**src/rtl/ysyx_22051013_ifu_fq.sv**
```systemverilog
// Instruction fetch unit: single-outstanding fetch FSM feeding a small circular
// instruction queue; redirects flush the queue and orphan any in-flight request.
module ysyx_22051013_ifu_fq #(
  parameter int              PC_W     = 64,
  parameter int              DATA_W   = 64,
  parameter int              FQ_DEPTH = 4,
  parameter logic [PC_W-1:0] START_PC = PC_W'(64'h8000_0000)
) (
  input  logic                       clk,
  input  logic                       rst,
  input  logic                       pc_stall,
  input  logic                       ex_pc_jump,
  input  logic [PC_W-1:0]            ex_pc_i,
  input  logic                       id_pc_jump,
  input  logic [PC_W-1:0]            id_pc_i,
  input  logic [PC_W-1:0]            bpu_pc_i,
  output logic                       imem_req_valid,
  input  logic                       imem_req_ready,
  output logic [PC_W-1:0]            imem_req_addr,
  input  logic                       imem_resp_valid,
  input  logic [DATA_W-1:0]          imem_resp_data,
  output logic                       inst_valid_o,
  input  logic                       inst_ready_i,
  output logic [31:0]                inst_o,
  output logic [PC_W-1:0]            inst_pc_o,
  output logic [PC_W-1:0]            pc_o,
  output logic [$clog2(FQ_DEPTH):0]  fq_count_o
);

  localparam int PTR_W = $clog2(FQ_DEPTH);
  localparam int CNT_W = PTR_W + 1;
  localparam logic [CNT_W-1:0] FULL = CNT_W'(FQ_DEPTH);

  typedef enum logic [1:0] {S_REQ, S_WAIT, S_DROP} state_e;

  typedef struct packed {
    logic [31:0]     inst;
    logic [PC_W-1:0] pc;
  } fq_ent_t;

  state_e           state_q, state_d;
  logic [PC_W-1:0]  pc_q, pc_d;
  logic [PC_W-1:0]  req_pc_q, req_pc_d;
  logic [PTR_W-1:0] head_q, head_d, tail_q, tail_d;
  logic [CNT_W-1:0] cnt_q, cnt_d;
  fq_ent_t          mem_q [FQ_DEPTH];

  logic        redirect, fire, enq, deq;
  logic [31:0] resp_inst;

  // A 64-bit response carries an aligned pair; the request PC picks the half.
  generate
    if (DATA_W == 64) begin : g_sel64
      assign resp_inst = req_pc_q[2] ? imem_resp_data[63:32] : imem_resp_data[31:0];
    end else begin : g_sel32
      assign resp_inst = imem_resp_data[31:0];
    end
  endgenerate

  assign imem_req_valid = rst && (state_q == S_REQ) && !pc_stall && (cnt_q < FULL);
  assign imem_req_addr  = pc_q;
  assign pc_o           = pc_q;
  assign fq_count_o     = cnt_q;
  assign inst_valid_o   = (cnt_q != '0);
  assign inst_o         = mem_q[head_q].inst;
  assign inst_pc_o      = mem_q[head_q].pc;

  assign redirect = ex_pc_jump || id_pc_jump;
  assign fire     = imem_req_valid && imem_req_ready;
  assign enq      = rst && (state_q == S_WAIT) && imem_resp_valid && !redirect;
  assign deq      = inst_valid_o && inst_ready_i && !redirect;

  always_comb begin
    state_d  = state_q;
    pc_d     = pc_q;
    req_pc_d = req_pc_q;
    head_d   = head_q;
    tail_d   = tail_q;
    cnt_d    = cnt_q;

    // Any response closes the outstanding request; a redirect only decides
    // whether a still-pending one must be discarded.
    case (state_q)
      S_REQ:   if (fire) state_d = redirect ? S_DROP : S_WAIT;
      S_WAIT:  if (imem_resp_valid) state_d = S_REQ;
               else if (redirect) state_d = S_DROP;
      S_DROP:  if (imem_resp_valid) state_d = S_REQ;
      default: state_d = S_REQ;
    endcase

    if (fire) req_pc_d = pc_q;

    if (ex_pc_jump)      pc_d = ex_pc_i;
    else if (id_pc_jump) pc_d = id_pc_i;
    else if (fire)       pc_d = bpu_pc_i;

    if (redirect) begin
      head_d = '0;
      tail_d = '0;
      cnt_d  = '0;
    end else begin
      if (enq) tail_d = tail_q + PTR_W'(1);
      if (deq) head_d = head_q + PTR_W'(1);
      cnt_d = cnt_q + CNT_W'(enq) - CNT_W'(deq);
    end
  end

  always_ff @(posedge clk) begin
    if (!rst) begin
      state_q  <= S_REQ;
      pc_q     <= START_PC;
      req_pc_q <= START_PC;
      head_q   <= '0;
      tail_q   <= '0;
      cnt_q    <= '0;
    end else begin
      state_q  <= state_d;
      pc_q     <= pc_d;
      req_pc_q <= req_pc_d;
      head_q   <= head_d;
      tail_q   <= tail_d;
      cnt_q    <= cnt_d;
    end
  end

  // Storage is left unreset; the count alone qualifies the head entry.
  always_ff @(posedge clk) begin
    if (enq) mem_q[tail_q] <= '{inst: resp_inst, pc: req_pc_q};
  end

endmodule

```
**config.mk**
```make
export PLATFORM = sky130hd
export DESIGN_NAME = ysyx_22051013_ifu_fq
export DESIGN_NICKNAME = d
export VERILOG_FILES = /design/src/rtl/ysyx_22051013_ifu_fq.sv
export SDC_FILE = /design/constraint.sdc
export NUM_CORES = 1
export LEC_CHECK = 0
export ABC_AREA = 1
export CAP_MARGIN = 20
export CORE_ASPECT_RATIO = 0.75
export CORE_MARGIN = 1
export CORE_UTILIZATION = 40
export CTS_BUF_LIST = sky130_fd_sc_hd__clkbuf_4
export CTS_CLUSTER_SIZE = 40
export DETAILED_ROUTE_END_ITERATION = 12
export DONT_BUFFER_PORTS = 1
export PLACE_DENSITY_LB_ADDON = 0.15
export SLEW_MARGIN = 40
export SYNTH_ARGS = -nofsm -noshare
export SYNTH_HDL_FRONTEND = slang
export SYNTH_SLANG_ARGS = --single-unit
```
**constraint.sdc**
```tcl
create_clock -name clk -period 7.3 [get_ports clk]
set_clock_uncertainty 0.05 [all_clocks]
set_input_delay 1.46 -clock clk [delete_from_list [all_inputs] [get_ports clk]]
set_output_delay 1.46 -clock clk [all_outputs]
set_load 0.01 [all_outputs]
```
Word level (Yosys, flattened, before mapping) --
Memory sizes are Yosys's and may differ from the RTL's. A register that Yosys moved wholly into a read port is not among the register bits. Index checks and enable logic that the tools add are counted. W data, S select, Z words.
Word-level totals: register bits after elaboration 137, RAM bits 384, bits of input ports 264, output and inout bits 229, logic and storage cells 49, memories kept 1
Cells by class: $add $sub $neg 4, order comparisons 1, equality and inequality tests 5, mux-type cells 14, bitwise logic cells 1, reductions and logical operators 17
Memory list:
- mem_q | depth 4, width 96, rd ports 1, clocked after Yosys merged registers in 1, write ports 1, line 46 | fq_ent_t mem_q [FQ_DEPTH];
Operators by type and width (count):
- $mux W64 | 3
- $mux W32 | 1
- $mux W2 | 7
- $logic_and A1 B1 Y1 | 9
- $pmux W2 S3 | 1
- $reduce_bool A3 Y1 | 2
- $add A2 B1 Y2 const B | 2
- $ne A2 B2 Y1 const B | 2
- $add A3 B1 Y3 | 1
- $lt A3 B3 Y1 const B | 1
- $ne A3 B3 Y1 const B | 1
- $reduce_and A3 Y1 | 1
- $sub A3 B1 Y3 | 1
- $eq A2 B1 Y1 const B | 1
- $eq A2 B2 Y1 const B | 1
- $logic_not A1 Y1 | 2
- $logic_not A2 Y1 | 1
- $mux W1 | 2
- $reduce_or A2 Y1 | 1
- $logic_or A1 B1 Y1 | 1
- $not A1 Y1 | 1

Logic depth before layout (Yosys ltp) --
Gate-level depths: netlist (run 1).
depth after elaboration 8, mapped depth 11, depth with buffers taken out 11

Worst setup path before layout (run 1) --
OpenSTA, ideal clock, no wires.
kind input to register, start in ex_pc_jump, end mem mem_q[0][0] (netlist bit), enable pin, setup time 0.552 ns, arrival time 6.048 ns, data required time 6.698 ns, path slack 0.650 ns, stages on the path 5, path buffers 0, cell sequence inv_1 -> nand2_1 -> nor2_1 -> nand3_1 -> nor2_1
Between the ends: longest elaborated chain between the ends 5
Ends and longest elaborated chain:
- start, declared | line 12 | input logic ex_pc_jump,
- $logic_or A1 B1 Y1 | line 68 | assign redirect = ex_pc_jump || id_pc_jump;
- $logic_not A1 Y1 | line 70 | assign enq = rst && (state_q == S_WAIT) && imem_resp_valid && !redirect;
- $logic_and A1 B1 Y1 | line 70
- $mux W1 | line 128 | if (enq) mem_q[tail_q] <= '{inst: resp_inst, pc: req_pc_q};
- $mux W1 (not written as such) | line 128
- end, declared | line 46
Every way passes these cells.

==> results.ini, run 1 <==
[run_status]
outcome = finished, final reports clean

[critical_path]
critPathArrivalTime_ns = 3.50
reg2regPathDepth = 10
r2r_start = state_q[0]
cp-start-kind = register
slowest_delay_ns = 0.69
path_cells = buf_12 -> inv_8 -> buf_4 -> o21ai_0 -> o22ai_1
crit_type = register to primary output
r2r_setup_slack_ns = 4.60
cpMaxStageDelayCell = buf_4
required_ns = 5.79
crit_fanout = 127
worstSetupEndpointType = primary output
r2r-end = fq_count_o[2]

[logic_synthesis]
synth_area_leaders = edfxtp_1, dfxtp_1, nand2_1
netlist_instances = 2090
ys_seq_area_share_pct = 66.20
synth_top_area_share_pct = 53.33
yosysMostFrequentCell = nand2_1
synth_commonest_cells = nand2_1, nor2_1, edfxtp_1
async_flop_share_pct = 0
yosys_register_bits = 523
syn_nets = 2361
ys_warn_count = 0
synth_top_area_cell = edfxtp_1
netlist_area_um2 = 21620
ys.flop_type = edfxtp_1
synth_edf_count = 384
avgSynthCellArea_um2 = 10.35
synthDistinctLibCells = 25

[grt]
grtUsageMet1_pct = 29.14
grt-busiest-layer = met2
overflow = 0
grt_pass1_vias = 14270
grt_pass1_wl_um = 86600
grt_max_degree = 128
grt.met2_usage_pct = 31.11
grt_usage_pct = 20.68
use_met3_pct = 5.828
antenna_found_initial = 2

[floorplan]
fp.dieW_um = 270.5
pin_count = 493
core_area_um2 = 53160
start_util_pct = 40.68
num_rows = 73
die_h_um = 203.4
die-area_um2 = 55000

[placement]
globalplace.congestion = 0.7882
portBuffers = 0
place_ws_ns = 2.771
place_area_um2 = 21700
hpwl_um = 34680

[routing]
drt_iter0_drc = 1146
wirelength_um = 57800
avgRoutedWirePerCell_um = 20.17
dr.pass1.iters = 5
route.antenna.remaining_nets = 0
route.detailed.drc = 0
vias = 14980
vias_per_cell = 5.227

[clock_network]
clock-sinks = 523
root_buffer = clkbuf_4
h-tree-depth = 4
cts_buffer_depth = 3
clk_latency_ns = 0.83
clk_pin_slew_ns = 0.05
ctsHoldBuffers = 0
cts_tree = done
cts_buffers = 138
post_cts_buffers = 0
cts_resized = 0

[worst_hold_path]
hold_path_depth = 1
hold_path.startpoint = head_q[0]
hp-class = register to register

[sta]
timing.final.crit_period_ns = 5.010
rsz0062_at_grt = false
worst_pin_slew_ns = 0.8340
finalSetupViolCount = 0
final-max-slew-violation-count = 0
tns_ns = 0
finalWorstSetupSlack_ns = 2.290
finalHoldViolations = 0
slew_headroom_pct = 44.40
fmaxAchievable_mhz = 199.6
post-route-period-util_pct = 68.63

[finish]
drive_gt1_share_pct = 12.88
fillerInstances = 5132
syn_to_final_growth_pct = 8.813
final_nets = 2318
design_area_um2 = 23530

[power]
peakVddDrop_uv = 94.24
power_density_nw_per_um2 = 260.3
leakagePower_nw = 8.899

[job]
maxCapViolations = 0

==> metrics by stage <==
stage | util, % | total power [mW] | cells | hold slack [ns]
global route | 44.26 | 6.409 | 2864 | 0.4592
floorplan | - | 3.569 | 2090 | 0.4040
CTS | 44.21 | 6.215 | 2862 | 0.4409
finish | 44.26 | 6.124 | 2865 | 0.4379
global placement | 40.67 | 3.600 | 2615 | 0.4203
detailed placement | 40.83 | 3.606 | 2618 | 0.4272
==> cells by family after synthesis <==
logic type	count (synthesis)	share of synthesized area (%)
buffers and inverters	234	5.648
and+or+nand+nor	896	16.77
xor gates and xnor gates	3	0.1215
adders and majority gates	7	0.4398
AOI/OAI and AO/OA	427	10.82
DFF	523	66.20
==> sequential cells by signal, summed over array words and instances, names as in the netlist, named ones only <==
name,count
mem_q,384
tail_q,2
req_pc_q,64
fq_count_o,3
state_q,2
head_q,2
imem_req_addr,64
==> placed cells by master (no fill, tap or decap), drive strengths merged <==
cell | Yosys | routed
nand2 | 427 | 427
nor2 | 395 | 395
edfxtp | 384 | 384
clkbuf | 91 | 227
o21ai | 196 | 196
dfxtp | 139 | 139
o22ai | 96 | 96
a21oi | 70 | 70
a31oi | 64 | 64
nand3b | 63 | 63
inv | 26 | 29
buf | 117 | 25
clkinv | 0 | 12
nand3 | 10 | 10
ha | 6 | 6
diode | 0 | 2
xor2 | 2 | 2
or2 | 1 | 1
o21bai | 1 | 1
xnor2 | 1 | 1
fa | 1 | 1
bufinv | 0 | 1
clkinvlp | 0 | 1
==> per-layer routing <==
metal | part of all wire [%] | wire (um)
met1 | 47 | 27130
met2 | 45 | 25740
met3 | 7.0 | 4051
met4 | 1.5 | 879
met5 | 0 | 0
==> final cells by class <==
class | instances | area, um2 | area share, %
repair buffers | 25 | 272.8 | 1.159
clock inverters | 17 | 93.84 | 0.3988
well taps | 712 | 890.9 | 3.786
diodes | 2 | 5.005 | 0.02127
clock buffers | 227 | 1704 | 7.243
flip-flops and latches | 523 | 14320 | 60.87
multi-input cells | 1333 | 6131 | 26.06
inverters | 26 | 110.1 | 0.4680
==> report_power, final <==
part           internal, mW  total, mW  switching, mW
registers              3.22       3.32          0.107
clock network          1.43       2.58           1.16
logic                0.0773      0.218          0.141
==> worst max path at each step <==
stage | startpoint | to | slack, ns
finish | register | inst_pc_o[62] | 2.29
global route | register | inst_pc_o[62] | 1.95
CTS | register | inst_pc_o[62] | 2.21
detailed placement | id_pc_jump | fq_count_o[2] | 2.77
global placement | id_pc_jump | mem_q[2][87] | 2.45
floorplan | ex_pc_jump | mem_q[0][0] | 0.65
==> critical path, delay by kind of cell (launching register included) <==
family | cells | cell delay, ns
buffers and inverters | 3 | 1.36
AO/OA/AOI/OAI | 2 | 0.63
flip-flops | 1 | 0.48
No activity file was read; power rests on OpenSTA's default activity.
==> run 2, diff against run 1 <==
==> constraint.sdc (replaced) <==
create_clock -name clk -period 4 [get_ports clk]
set_clock_uncertainty 0.05 [all_clocks]
set_input_delay 0.8 -clock clk [delete_from_list [all_inputs] [get_ports clk]]
set_output_delay 0.8 -clock clk [all_outputs]
set_load 0.01 [all_outputs]
==> run 2 against run 1 <==
  * Sequential share of layout area decreased by 0.33 points
  * Cell count grew 0.14%
  * Combinational power up 88%
  * Sequential cell count unchanged
  * Die area unchanged
  * Wire length fell by 0.20%
  * Critical path type unchanged
  * Largest cell class unchanged
==> results.ini, run 2 (synthesized netlist as in run 1, its figures left out) <==
[floorplan]
fp.dieW_um = 270.5  ; unchanged
die-area_um2 = 55000  ; unchanged
core_area_um2 = 53160  ; unchanged
num_rows = 73  ; unchanged
die_h_um = 203.4  ; unchanged
pin_count = 493  ; unchanged
start_util_pct = 40.68  ; unchanged

[worst_hold_path]
whs_endpoint = state_q[1]
hp-class = primary input to register  ; was register to register
hold_path_depth = 3  ; was 1
hold_path.startpoint = imem_resp_valid  ; was head_q[0]

[finish]
final_nets = 2324  ; was 2318
final_common_cell = nand2_1  ; unchanged
design_area_um2 = 23660  ; was 23530 um2
layout_common_cells = nand2_1, nor2_1, edfxtp_1  ; unchanged
syn_to_final_growth_pct = 9.403  ; was 8.813%
final_core_util_pct = 44.50  ; was 44.26%
largest_reg_flops = 384  ; unchanged
regMostFlops = mem_q  ; unchanged
drive_gt1_share_pct = 12.67  ; was 12.88%

[sta]
worst_pin_slew_ns = 0.7758  ; was 0.8340 ns
fmaxAchievable_mhz = 269.8
final-max-slew-violation-count = 0  ; unchanged
timing.final.crit_period_ns = 3.706
rsz0062_at_grt = false  ; unchanged
slew_headroom_pct = 48.28  ; was 44.40%
finalSetupViolCount = 0  ; unchanged
tns_ns = 0  ; unchanged
holdWs_ns = 0.1772  ; was 0.4379 ns
post-route-period-util_pct = 92.66
finalHoldViolations = 0  ; unchanged

[routing]
route.antenna.remaining_nets = 0  ; unchanged
dr.pass1.iters = 5  ; unchanged
vias_per_cell = 5.207  ; was 5.227
drt_iter0_drc = 868  ; was 1146
route.detailed.drc = 0  ; unchanged
vias = 14940  ; was 14980
wirelength_um = 57690  ; was 57800 um
avgRoutedWirePerCell_um = 20.11  ; was 20.17 um

[clock_network]
cts_buffers = 136  ; was 138
root_buffer = clkbuf_4  ; unchanged
cts_tree = done  ; unchanged
post_cts_buffers = 0  ; unchanged
clock-sinks = 523  ; unchanged
h-tree-depth = 4  ; unchanged
clk_pin_slew_ns = 0.07  ; was 0.05 ns
cts_buffer_depth = 3  ; unchanged
clk_latency_ns = 0.84  ; was 0.83 ns
cts_resized = 0  ; unchanged

[critical_path]
r2r_start = fq_count_o[1]  ; was state_q[0]
required_ns = 3.15  ; was 5.79 ns
crit_type = register to primary output  ; unchanged
r2r-end = fq_count_o[2]  ; unchanged
r2r_setup_slack_ns = 1.63  ; was 4.60 ns
reg2regPathDepth = 11  ; was 10
crit_fanout = 64  ; was 127
critPathArrivalTime_ns = 2.86  ; was 3.50 ns
worstSetupEndpointType = primary output  ; unchanged
cp-start-kind = register  ; unchanged

[grt]
grt_pass1_vias = 14520  ; was 14270
grt_max_degree = 104  ; was 128
overflow = 0  ; unchanged
grt_pass1_wl_um = 86940  ; was 86600 um
antenna_found_initial = 2  ; unchanged
grt_usage_pct = 20.74  ; was 20.68%

[placement]
portBuffers = 0  ; unchanged
place_area_um2 = 21790  ; was 21700 um2
hpwl_um = 34270  ; was 34680 um
globalplace.congestion = 0.8045  ; was 0.7882

[power]
peakVddDrop_uv = 204.2  ; was 94.24 uV
leakagePower_nw = 8.934  ; was 8.899 nW
power_density_nw_per_um2 = 476.9  ; was 260.3 nW/um2

[job]
maxCapViolations = 0  ; unchanged

[run_status]
outcome = finished, final reports clean  ; unchanged

run 2: worst max-delay path, stage by stage, from the launching register on:
cell,delay [ns]
dfxtp_4,0.69
buf_4,0.62
o21ai_0,0.19
o22ai_1,0.47
run 2: final cells by class:
type	instances	area, um2
Fill cell	5193	29500
Sequential cell	523	14320
Multi-Input combinational cell	1333	6131
Clock buffer	205	1539
Tap cell	712	890.9
Timing Repair Buffer	33	372.9
Clock inverter	35	285.3
Inverter	26	111.4
Antenna cell	2	5.005
run 2: how the worst max path moves through the flow:
stage               slack (ns)            end
floorplan                -0.43    mem_q[0][0]
global placement          0.81  fq_count_o[2]
detailed placement        0.83  fq_count_o[2]
CTS                       0.14  inst_pc_o[63]
global route              0.05  inst_pc_o[63]
finish                    0.29  inst_pc_o[63]
run 2: power by group:
part	leakage [nW]	internal, mW	switching (mW)
clock network	1.08	2.67	2.15
logic	2.79	0.143	0.267
registers	5.07	5.87	0.189
run 2: layer usage:
layer	vias to the layer above	part of all wire, %	global-route usage [%]
met5	-	0	0
met2	522	46	32.48
met4	0	2.1	7.486
met1	7143	45	27.44
li1	7202	-	-
met3	73	7.0	5.970
run 2: repair_timing:
item	in CTS	in global routing
hold endpoints to repair	49	0
hold buffers	2	0
setup endpoints to repair	0	0
run 2: metrics by stage:
step                      total power, mW  cells  worst slack, ns
after floorplan                     6.513   2090          -0.4290
after global placement              6.562   2625           0.8132
after detailed placement            6.573   2625           0.8317
after CTS                           11.46   2867           0.1379
after global routing                11.79   2869          0.04742
final                               11.28   2869           0.2936
==> run 3, diff against run 2 <==
--- a/config.mk
+++ b/config.mk
@@ -14,6 +14,7 @@
 export CTS_CLUSTER_SIZE = 40
 export DETAILED_ROUTE_END_ITERATION = 12
 export DONT_BUFFER_PORTS = 1
+export GPL_TIMING_DRIVEN = 0
 export PLACE_DENSITY_LB_ADDON = 0.15
 export SLEW_MARGIN = 40
 export SYNTH_ARGS = -nofsm -noshare
==> run 3 against run 2 <==
  * Combinational power grew 42%
  * Wire length grew 14%
  * Core utilization grew 2.6 points
  * Clock power grew 0.8%
  * Register-to-register slack lost 0.43 ns
  * First-iteration DRC count grew 33%
  * Critical path depth grew 2
  * Via count grew 7.5%
  * Cell count grew 7.0%
==> results.ini, run 3 (synthesized netlist as in run 1, its figures left out) <==
[sta]
finalHoldViolations = 0  ; unchanged
post-route-period-util_pct = 94.64  ; was 92.66%
timing.final.crit_period_ns = 3.786  ; was 3.706 ns
finalSetupViolCount = 0  ; unchanged
worst_pin_slew_ns = 0.6761  ; was 0.7758 ns
slew_headroom_pct = 54.93  ; was 48.28%
final-max-slew-violation-count = 0  ; unchanged
fmaxAchievable_mhz = 264.2  ; was 269.8 MHz

[clock_network]
clock-sinks = 523  ; unchanged
clk_latency_ns = 0.89  ; was 0.84 ns
cts_buffers = 135  ; was 136
cts_buffer_depth = 3  ; unchanged
root_buffer = clkbuf_4  ; unchanged
post_cts_buffers = 0  ; unchanged
h-tree-depth = 4  ; unchanged
clk_pin_slew_ns = 0.06  ; was 0.07 ns
cts_tree = done  ; unchanged

[critical_path]
required_ns = 3.15  ; about the same
r2r-end = fq_count_o[2]  ; unchanged
r2r_start = state_q[0]  ; was fq_count_o[1]
cp_common_cell = buf_2
r2r_setup_slack_ns = 1.20  ; was 1.63 ns
critPathArrivalTime_ns = 2.94  ; was 2.86 ns
crit_family = buffers and inverters  ; was flip-flops
crit_type = register to primary output  ; unchanged
path_cells = buf_2 -> buf_2 -> clkbuf_2 -> nor2_1 -> o22ai_1  ; was buf_4 -> o21ai_0 -> o22ai_1
slowest_delay_ns = 0.45  ; was 0.69 ns
worstSetupEndpointType = primary output  ; unchanged
cp_num_buf_inv = 3  ; was 1
cp-start-kind = register  ; unchanged
reg2regPathDepth = 10  ; was 11
cpMaxStageDelayCell = o22ai_1  ; was dfxtp_4
crit_fanout = 10  ; was 64

[finish]
multi_input_area_um2 = 6187  ; was 6131 um2
layout_common_cells = nand2_1, nor2_1, edfxtp_1  ; unchanged
largest_reg_flops = 384  ; unchanged
regArea_um2 = 14320  ; about the same
drive_gt1_share_pct = 17.35  ; was 12.67%
design_area_um2 = 25060  ; was 23660 um2
syn_to_final_growth_pct = 15.90  ; was 9.403%
final_nets = 2527  ; was 2324
fillerInstances = 5066  ; was 5193
regMostFlops = mem_q  ; unchanged
final_common_cell = nand2_1  ; unchanged

[floorplan]
fp.dieW_um = 270.5  ; unchanged
num_rows = 73  ; unchanged
die_h_um = 203.4  ; unchanged
die-area_um2 = 55000  ; unchanged
pin_count = 493  ; unchanged
start_util_pct = 40.68  ; unchanged
core_area_um2 = 53160  ; unchanged

[grt]
grt_usage_pct = 23.53  ; was 20.74%
grt_max_degree = 18  ; was 104
grt_pass1_vias = 15770  ; was 14520
overflow = 0  ; unchanged
grt_pass1_wl_um = 96540  ; was 86940 um
antenna_found_initial = 3  ; was 2

[routing]
drt_iter0_drc = 1151  ; was 868
avgRoutedWirePerCell_um = 21.40  ; was 20.11 um
route.antenna.remaining_nets = 0  ; unchanged
vias_per_cell = 5.229  ; was 5.207
dr.pass1.iters = 5  ; unchanged
vias = 16050  ; was 14940
route.detailed.drc = 0  ; unchanged
wirelength_um = 65690  ; was 57690 um

[power]
power_density_nw_per_um2 = 457.5  ; was 476.9 nW/um2
leakagePower_nw = 9.719  ; was 8.934 nW
p_total_mw = 11.46  ; was 11.28 mW
peakVddDrop_uv = 178.4  ; was 204.2 uV

[worst_hold_path]
whs_endpoint = mem_q[3][92]  ; was state_q[1]
hold_path.startpoint = imem_resp_data[28]  ; was imem_resp_valid
hold_path_depth = 2  ; was 3
hp-class = primary input to register  ; unchanged

[placement]
portBuffers = 0  ; unchanged
place_area_um2 = 23120  ; was 21790 um2
hpwl_um = 46010  ; was 34270 um
globalplace.congestion = 0.8859  ; was 0.8045

[job]
maxCapViolations = 0  ; unchanged

[run_status]
outcome = finished, final reports clean  ; unchanged

run 3: cell type report:
class / instances / area share [%]
diodes: 6 / 0.05991
clock buffers: 205 / 6.141
inverters: 26 / 0.4044
multi-input cells: 1333 / 24.69
clock inverters: 28 / 1.123
flip-flops and latches: 523 / 57.12
plain buffers: 208 / 4.618
well taps: 712 / 3.555
repair buffers: 29 / 2.287
run 3: power by group:
group          internal (mW)  switching (mW)  total, mW  leakage, nW
combinational          0.222           0.359      0.582         3.58
clock                   2.72            2.15       4.86         1.07
sequential              5.87           0.151       6.02         5.06
total                   8.81            2.66       11.5         9.72
run 3: through the flow:
stage	std cells	hold WS, ns	TNS [ns]	setup WS [ns]	util [%]
final	3070	0.1179	0	0.2145	47.14
after global routing	3070	0.03472	-0.04804	-0.01468	47.14
after CTS	3064	0.01439	0	0.001404	47.06
after detailed placement	2831	0.4262	0	0.5099	43.49
after global placement	2802	0.4177	-1108.73	-2.991	42.37
after floorplan	2090	0.4040	-164.74	-0.4290	-
run 3: timing repair:
action / in CTS / in global routing
endpoints found under the setup margin: 83 / 42
resized for setup: 26 / 21
hold buffers: 0 / 0
hold endpoints to repair: 0 / 0
run 3: worst max path at each step:
stage	to	slack [ns]	startpoint	cells after the start
2_1_floorplan	mem_q[0][0]	-0.43	ex_pc_jump	5
6_report	inst_pc_o[62]	0.21	register	5
3_3_place_gp	mem_q[0][69]	-2.99	ex_pc_jump	5
4_1_cts	inst_o[16]	0.001	register	5
3_5_place_dp	fq_count_o[2]	0.51	ex_pc_jump	11
5_1_grt	inst_pc_o[16]	-0.01	register	5
run 3: per-layer routing:
metal	routed length [um]	track usage (%)	vias to the layer above
li1	-	-	7619
met1	28940	30.77	7723
met2	31060	38.63	617
met3	4323	5.581	95
met4	1367	7.546	0
met5	0	0	-
